[config.mk]
export PLATFORM = sky130hd
export DESIGN_NAME = pc_unit
export DESIGN_NICKNAME = d
export VERILOG_FILES = /design/src/rtl/pc_unit.sv
export SDC_FILE = /design/constraint.sdc
export NUM_CORES = 1
export LEC_CHECK = 0
export ABC_AREA = 1
export CORE_ASPECT_RATIO = 1.25
export CORE_MARGIN = 5
export CORE_UTILIZATION = 35
export DETAILED_ROUTE_END_ITERATION = 8
export PLACE_DENSITY = 0.64
export RECOVER_POWER = 25
export SLEW_MARGIN = 20
export SYNTH_ARGS = -nofsm -noshare
export SYNTH_HDL_FRONTEND = slang
export SYNTH_SLANG_ARGS = --single-unit
[constraint.sdc]
create_clock -name clk -period 4.9 [get_ports clk]
set_input_delay 0.98 -clock clk [delete_from_list [all_inputs] [get_ports clk]]
set_output_delay 0.98 -clock clk [all_outputs]
set_load 0.05 [all_outputs]
[src/rtl/pc_unit.sv]
// Program counter and next-fetch-address generator for the single-cycle MIPS datapath.
// Optional MIPS branch delay slot is enabled by defining DELAY_SLOT_EN.
module pc_unit #(
    parameter logic [31:0] RESET_PC = 32'h0000_3000,
    parameter int          IM_WORDS = 1024
) (
    input  logic        clk,
    input  logic        reset,
    input  logic        stall,
    input  logic [1:0]  pc_sel,
    input  logic        br_taken,
    input  logic [15:0] imm16,
    input  logic [25:0] imm26,
    input  logic [31:0] jr_addr,
    output logic [31:0] PC,
    output logic [31:0] link_addr,
    output logic        fault,
    output logic [15:0] redirect_cnt
);

    localparam logic [31:0] LAST_PC = RESET_PC + 32'(4 * IM_WORDS) - 32'd4;

    logic [31:0] pc_plus4;
    logic [31:0] br_target;
    logic [31:0] jump_target;
    logic [31:0] ctl_target;
    logic [31:0] npc;
    logic        ctl_taken;
    logic        count_inc;
    logic        npc_legal;

    // Candidate control-transfer target, always relative to the registered PC.
    always_comb begin
        pc_plus4    = PC + 32'd4;
        br_target   = pc_plus4 + {{14{imm16[15]}}, imm16, 2'b00};
        jump_target = {pc_plus4[31:28], imm26, 2'b00};
        ctl_taken   = 1'b0;
        ctl_target  = pc_plus4;
        case (pc_sel)
            2'b01: begin
                ctl_taken  = br_taken;
                ctl_target = br_taken ? br_target : pc_plus4;
            end
            2'b10: begin
                ctl_taken  = 1'b1;
                ctl_target = jump_target;
            end
            2'b11: begin
                ctl_taken  = 1'b1;
                ctl_target = jr_addr;
            end
            default: begin
                ctl_taken  = 1'b0;
                ctl_target = pc_plus4;
            end
        endcase
    end

`ifdef DELAY_SLOT_EN
    logic        pend_valid;
    logic [31:0] pend_target;

    // The delay-slot instruction always advances sequentially; a parked target wins next.
    always_comb begin
        npc       = pend_valid ? pend_target : pc_plus4;
        count_inc = pend_valid;
    end

    assign link_addr = PC + 32'd8;

    always_ff @(posedge clk) begin
        if (reset) begin
            pend_valid  <= 1'b0;
            pend_target <= 32'd0;
        end else if (!fault && !stall && npc_legal) begin
            if (pend_valid) begin
                pend_valid <= 1'b0;
            end else if (ctl_taken) begin
                pend_valid  <= 1'b1;
                pend_target <= ctl_target;
            end
        end
    end
`else
    always_comb begin
        npc       = ctl_target;
        count_inc = ctl_taken;
    end

    assign link_addr = PC + 32'd4;
`endif

    assign npc_legal = (npc[1:0] == 2'b00) && (npc >= RESET_PC) && (npc <= LAST_PC);

    // An illegal candidate freezes fetch instead of loading, so PC never leaves memory.
    always_ff @(posedge clk) begin
        if (reset) begin
            PC           <= RESET_PC;
            fault        <= 1'b0;
            redirect_cnt <= 16'd0;
        end else if (!fault && !stall) begin
            if (!npc_legal) begin
                fault <= 1'b1;
            end else begin
                PC <= npc;
                if (count_inc && redirect_cnt != 16'hFFFF)
                    redirect_cnt <= redirect_cnt + 16'd1;
            end
        end
    end

endmodule

Yosys cells after proc, flatten, opt, wreduce, memory -nomap -nowiden
Index checks and enable logic that the tools add are counted.
{"block": "word_totals", "ff_bits": 49, "output_inout_bits": 81, "elab_cells": 27}
{"block": "op_classes", "add_sub_neg": 3, "n_reduce_logical": 11, "eq_ne": 4, "magnitude_cmp": 2, "n_mux": 3, "bitwise_logic": 1}
{"cell": "one-hot mux 32 bit (3 select lines)", "n": 1}
{"cell": "adder 32 x 3 -> 32 bit, second input constant", "n": 1}
{"cell": "adder 32 bit", "n": 1}
{"cell": "greater-or-equal comparator 32 x 14 -> 1 bit, second input constant", "n": 1}
{"cell": "<= comparator 32 x 14 -> 1 bit, second input constant", "n": 1}
{"cell": "two-way mux 32 bit", "n": 1}
{"cell": "adder 16 x 1 -> 16 bit, second input constant", "n": 1}
{"cell": "inequality test 16 bit, second input constant", "n": 1}
{"cell": "equality test 2 bit, second input constant", "n": 2}
{"cell": "logical AND 1 bit", "n": 4}
{"cell": "AND reduction 2 bit", "n": 2}
{"cell": "AND reduction 3 bit", "n": 1}
{"cell": "equality test 2 x 1 -> 1 bit, second input constant", "n": 1}
{"cell": "logical NOT 1 bit", "n": 2}
{"cell": "logical NOT 2 bit", "n": 1}
{"cell": "one-hot mux 1 bit (2 select lines)", "n": 1}
{"cell": "OR reduction 2 bit", "n": 1}
{"cell": "NOT 1 bit", "n": 1}

Depth between registers and ports, before layout
{"block": "depth", "depth_word": 9, "ltp_mapped": 33, "depth_no_buf": 33}

Worst setup path before layout
Ideal clock, no wire load.
{"block": "synth_timing", "path_type": "reg-to-reg", "startpoint": "reg PC[2]", "endpoint": "reg redirect_cnt[8]", "path_stages_with_launch": 28, "arrival_ns": 4.615, "path_slack_ns": 0.171, "required_time_ns": 4.785, "n_path_buf": 1, "cell_sequence": "dfxtp_1 -> inv_2 -> nor2_2 -> nand2_1 -> nor2_1 -> xor2_1 -> ha_1 -> nand2_1 -> nand2_1 -> a21oi_1 -> nand2_1 -> a21oi_1 -> nand2_1 -> nand2_1 -> nand3_1 -> nand2_1 -> nand2_1 -> nand2_1 -> nand2_1 -> nor2_2 -> nand2_1 -> nor2_2 -> nand3_2 -> nor2_4 -> buf_4 -> nand4_1 -> nand2_1 -> nor2_1"}
{"block": "synth_between", "elab_chain_cells": 8, "word_cells_on_any_way": 9}
{"element": "from (decl)", "line": "15", "source": "output logic [31:0] PC,"}
{"element": "from (signal assigned)", "line": "105", "source": "PC <= npc;"}
{"element": "adder 32 x 3 -> 32 bit (*)"}
{"element": "net link_addr[2]", "line": "16", "source": "output logic [31:0] link_addr,"}
{"element": "adder 32 bit", "line": "35", "source": "br_target = pc_plus4 + {{14{imm16[15]}}, imm16, 2'b00};"}
{"element": "two-way mux 32 bit", "line": "42", "source": "ctl_target = br_taken ? br_target : pc_plus4;"}
{"element": "one-hot mux 32 bit (3 select lines) (*)", "line": "39", "source": "case (pc_sel)"}
{"element": "greater-or-equal comparator 32 x 14 -> 1 bit", "line": "93", "source": "assign npc_legal = (npc[1:0] == 2'b00) && (npc >= RESET_PC) && (npc <= LAST_PC);"}
{"element": "logical AND 1 bit", "line": "93"}
{"element": "logical AND 1 bit (*)", "line": "93"}
{"element": "AND reduction 3 bit (no source line) (*)"}
{"element": "to (signal assigned)", "line": "107", "source": "redirect_cnt <= redirect_cnt + 16'd1;"}
{"element": "to (decl)", "line": "18", "source": "output logic [15:0] redirect_cnt"}
The timed path passes the listed nets; every way through them passes the cells marked *.
A chain may end at the register's enable or synchronous reset.

Worst setup path in the final report
{"block": "layout_timing", "startpoint": "reg PC[4]", "endpoint": "reg PC[4]"}
{"block": "layout_between", "elab_chain_cells": 8, "word_cells_on_any_way": 9}
{"element": "adder 32 x 3 -> 32 bit (*)", "line": "34", "source": "pc_plus4 = PC + 32'd4;"}
{"element": "adder 32 bit", "line": "35"}
{"element": "two-way mux 32 bit", "line": "42"}
{"element": "one-hot mux 32 bit (3 select lines) (*)", "line": "39"}
{"element": "greater-or-equal comparator 32 x 14 -> 1 bit", "line": "93"}
{"element": "logical AND 1 bit (2 in series)", "line": "93"}
{"element": "AND reduction 2 bit (no source line)"}
Mark *: on every way between the ends. The rest lies on a longest branch, timed or not.

==> results summary <==
The run finished with clean final reports. Summed over all failing endpoints, the final setup total negative slack is 0 ps. The number of H-tree branching levels is 2. The total length of routed met2 wires came out at 13500 µm. At the pin with the least slew margin, the transition time is 599 ps. The number of synthesized register bits came out at 49.

The critical path in this run is classified as flip-flop to flip-flop. The register clock-pin slew on the reported worst setup and hold paths came out at 70 ps. Setup repair after global routing left no endpoint under its margin. The number of buffers added by the clock tree synthesis step came out at 5. The worst register-to-register path begins at PC[4]$_SDFFE_PP0P_. The estimated wirelength of the detail-placed design is 22700 µm.

The length in cells of the worst reg-to-reg path is 28. The largest incremental delay on the critical path is 460 ps. The average footprint of a synthesized cell is 5.22 µm². For flop-to-flop paths, the worst setup slack is 430 ps.

The minimum clock period after layout came out at 4470 ps. The part of the Yosys area used for sequential elements is 14.9%. Detailed routing placed a total of 1250 µm of wire on met3. The average wire per cell in the routed design came out at 16.2 µm. TritonCTS built the clock tree. The final core utilization came out at 46.3%. The summed instance area of the synthesized netlist came out at 0.00658 mm². The most common cell in the netlist is nand2_1. Input and output buffers added on the ports amount to 160. The vias after detailed routing is 8351.

The highest layer touched by signal routing is met4. The cell count after synthesis came out at 1260. For this design the top-level I/O count stands at 161. The part of the power in combinational logic came out at 29.6%. VDD sags by at most 0.173 mV. The type of element launching the critical path is a flip-flop. The number of buffer and inverter instances along the worst setup path came out at 3. The root buffer cell chosen for the clock tree is clkbuf_16. The share of synthesized area in the top cell type comes to 25.6%. The routed design has 26700 µm of wire. The post-synthesis async set-or-reset flop share came out at 0%. Data on the critical path is required at its endpoint by 5090 ps.

The first-pass GRT wire length came out at 41600 µm. Among cell families on the critical path, the largest total delay comes from simple AND/OR/NAND/NOR gates. The final number of hold-violating endpoints is 0.

The capture point of the critical path is PC[4]$_SDFFE_PP0P_. The number of pins exceeding their max-slew limit in the final report came out at 0. The clock latency reported for the late side of the worst-skew pair is 300 ps. The kind of end point of the critical path is a flip-flop. The fraction of power spent switching nets is 32.2%. The detailed router put a total of 10900 µm of wire on met1.

The violation count after the first detailed-routing iteration is 599. In the synthesized netlist, the cells that appear most often are nand2_1 (448), inv_1 (202), nand3_1 (141). Overall power consumption after layout is estimated at 1.07 mW. The number of buffers on the longest clock path came out at 2. Once detail routing completed, the nets flagged for antenna violations numbered 0. The tightest slew margin relative to the limit came out at 60.0%. The CTS sink count came out at 49. The number of remaining DRC errors came out at 0.

The cell area after placement is 0.00848 mm². The die covers 0.0217 mm². The path type of the worst min-delay path is flip-flop to flip-flop. The global-route total usage across every layer is 23.9%. The floorplan step set the die width to 133 µm. The growth of design area from synthesis to finish is 31.2%.

The total net switching power came out at 0.345 mW. The share of synthesized area spent on multiplexers came out at 0%. The final critical path takes up 91.3% of the cycle. The number of enable-type register cells in the synthesized netlist is 0. Entering global routing, the biggest net connects 46 pins. The placer's final routability congestion estimate came out at 0.954. The adder and majority gate portion of the synthesized area is 6.58%. Cell internal power was estimated by the tool at 0.724 mW. The leakage power figure came out at 4.48 nW. Setup violations remaining at the end of the flow were counted as 0.

The antenna diode count is 0. The worst reg2reg path endpoint is PC[4]$_SDFFE_PP0P_. After floorplanning, the core was divided into 56 placement rows.

The main combinational cell family by area after synthesis is simple AND/OR/NAND/NOR gates. The worst-path maximum fanout came out at 17. The post-synthesis cell type count is 39. The fraction of power consumed by the clock network came out at 33.1%. In the routed layout, each cell is associated on average with a via count of 5.06. The number of warnings issued by yosys is 0.

The largest area contributor in the synthesized netlist is nand2_1. The starting density of the core came out at 35.3%. The power share of the sequential group came out at 37.3%. The number of logic stages on the critical path including buffering is 28. After floorplanning, the core was sized to cover 0.0186 mm². The global-route congestion overflow total is 0. Tracing the worst setup path back leads to its startpoint at PC[4]$_SDFFE_PP0P_. The post-route standard cell area excluding fillers came out at 0.00863 mm². Ranked by total cell area, the synthesized netlist is headed by nand2_1 (26%), dfxtp_1 (15%), inv_1 (12%). The power density over cell area came out at 124 mW/mm².

The via count of the first global-routing pass is 7938. The number of antenna violations at the first check in global routing is 0. Clock skew on the completed layout was measured at 9.04 ps. On the critical path, the stage with the largest delay is an instance of dfxtp_1. The net count of the finished layout is 1533. The fraction of final layout cells sized beyond drive strength 1 came out at 4.37%. Summing the areas of all and, or, nand and nor instances in the mapped netlist gives 52.3% of the synthesized area. The XOR/XNOR share of the synthesized area came out at 0.932%. In this run the post-CTS setup repair buffer count came out at 0.

Max-cap violations in this run came to 0. Data on the critical path arrives at its endpoint at 4660 ps. The detailed-router iteration count before antenna repair came out at 5. The synthesized netlist net count is 1374. The y dimension of the die came out at 163 µm. The most frequently used flop master after synthesis is dfxtp_1. The maximum frequency from static timing analysis came out at 0.224 GHz. The most numerous cell type found on the critical path is nand2_1.

The synthesized netlist devotes 10.7% of its cell area to compound gates.
[metrics by stage]
step | instances | hold slack [ps] | setup slack [ps]
after global placement | 1644 | 489 | 291
after detailed placement | 1644 | 494 | 287
after floorplan | 1260 | 705 | 171
after global routing | 1652 | 518 | 29.6
final | 1652 | 499 | 428
after CTS | 1652 | 504 | 437
[worst min-delay path: cells and delay by family, from the launching register on]
family                 cells  cell delay [ps]
buffers and inverters      1               40
flip-flops                 1              340
AND/OR/NAND/NOR            1               90
[sequential cells by signal (all words and copies together), names as in the netlist]
register,cells
PC,32
redirect_cnt,16
fault,1
[area by class of cell]
type / instances / area (µm²)
Clock inverter: 3 / 25.0
Clock buffer: 5 / 125
Inverter: 216 / 812
Fill cell: 2066 / 10000
Sequential cell: 49 / 981
Multi-Input combinational cell: 968 / 4640
Timing Repair Buffer: 179 / 1760
Tap cell: 232 / 290
[cells in the final DEF, fill, tap and decap left out, drive strengths merged, types with 2 or more instances in the layout]
| cell | instances |
|---|---|
| nand4 | 28 |
| buf | 19 |
| a22o | 13 |
| a21o | 2 |
| clkinv | 4 |
| o21bai | 6 |
| a221oi | 6 |
| nand3 | 144 |
| and2 | 3 |
| nor3 | 11 |
| clkdlybuf4s50 | 128 |
| ha | 33 |
| o21ai | 31 |
| nor4 | 4 |
| dlygate4sd3 | 32 |
| nor2 | 150 |
| inv | 214 |
| clkbuf | 5 |
| xor2 | 6 |
| a21oi | 58 |
| dfxtp | 49 |
| nand2 | 452 |
| nand3b | 14 |
[how the worst min path moves through the flow]
stage | cells past startpoint | slack, ps | from | to
finish | 2 | 500 | PC[31]$_SDFFE_PP0P_ | PC[31]$_SDFFE_PP0P_
global route | 2 | 520 | PC[31]$_SDFFE_PP0P_ | PC[31]$_SDFFE_PP0P_
CTS | 2 | 500 | PC[31]$_SDFFE_PP0P_ | PC[31]$_SDFFE_PP0P_
detailed placement | 2 | 490 | PC[31]$_SDFFE_PP0P_ | PC[31]$_SDFFE_PP0P_
global placement | 2 | 490 | PC[31]$_SDFFE_PP0P_ | PC[31]$_SDFFE_PP0P_
floorplan | 2 | 700 | PC[0]$_SDFFE_PP0P_ | PC[0]$_SDFFE_PP0P_
[per-layer routing]
metal | track usage, % | vias up
li1 | - | 4303
met1 | 27.5 | 3765
met2 | 44.8 | 233
met3 | 2.43 | 50
met4 | 10.3 | 0
met5 | 0 | -
[power by group through the flow]
stage	Combinational [mW]	Sequential (mW)	Clock [mW]
2_1_floorplan	0.173	0.410	0
3_3_place_gp	0.313	0.408	0
3_5_place_dp	0.312	0.408	0
4_1_cts	0.314	0.399	0.363
5_1_grt	0.348	0.399	0.381
6_report	0.317	0.399	0.354
[logic make-up (layout without fill, tap and decap cells)]
group	Yosys count	in the layout
AOI/OAI and AO/OA	120	120
and+or+nand+nor	807	807
xor gates and xnor gates	7	7
DFF	49	49
buffers and inverters	243	403
adders and majority gates	34	34
[what timing repair did]
action,in CTS,in global routing
resized for setup,0,1
setup endpoints to repair,0,2
hold buffers,0,0
(Power assumes the default switching activity.)
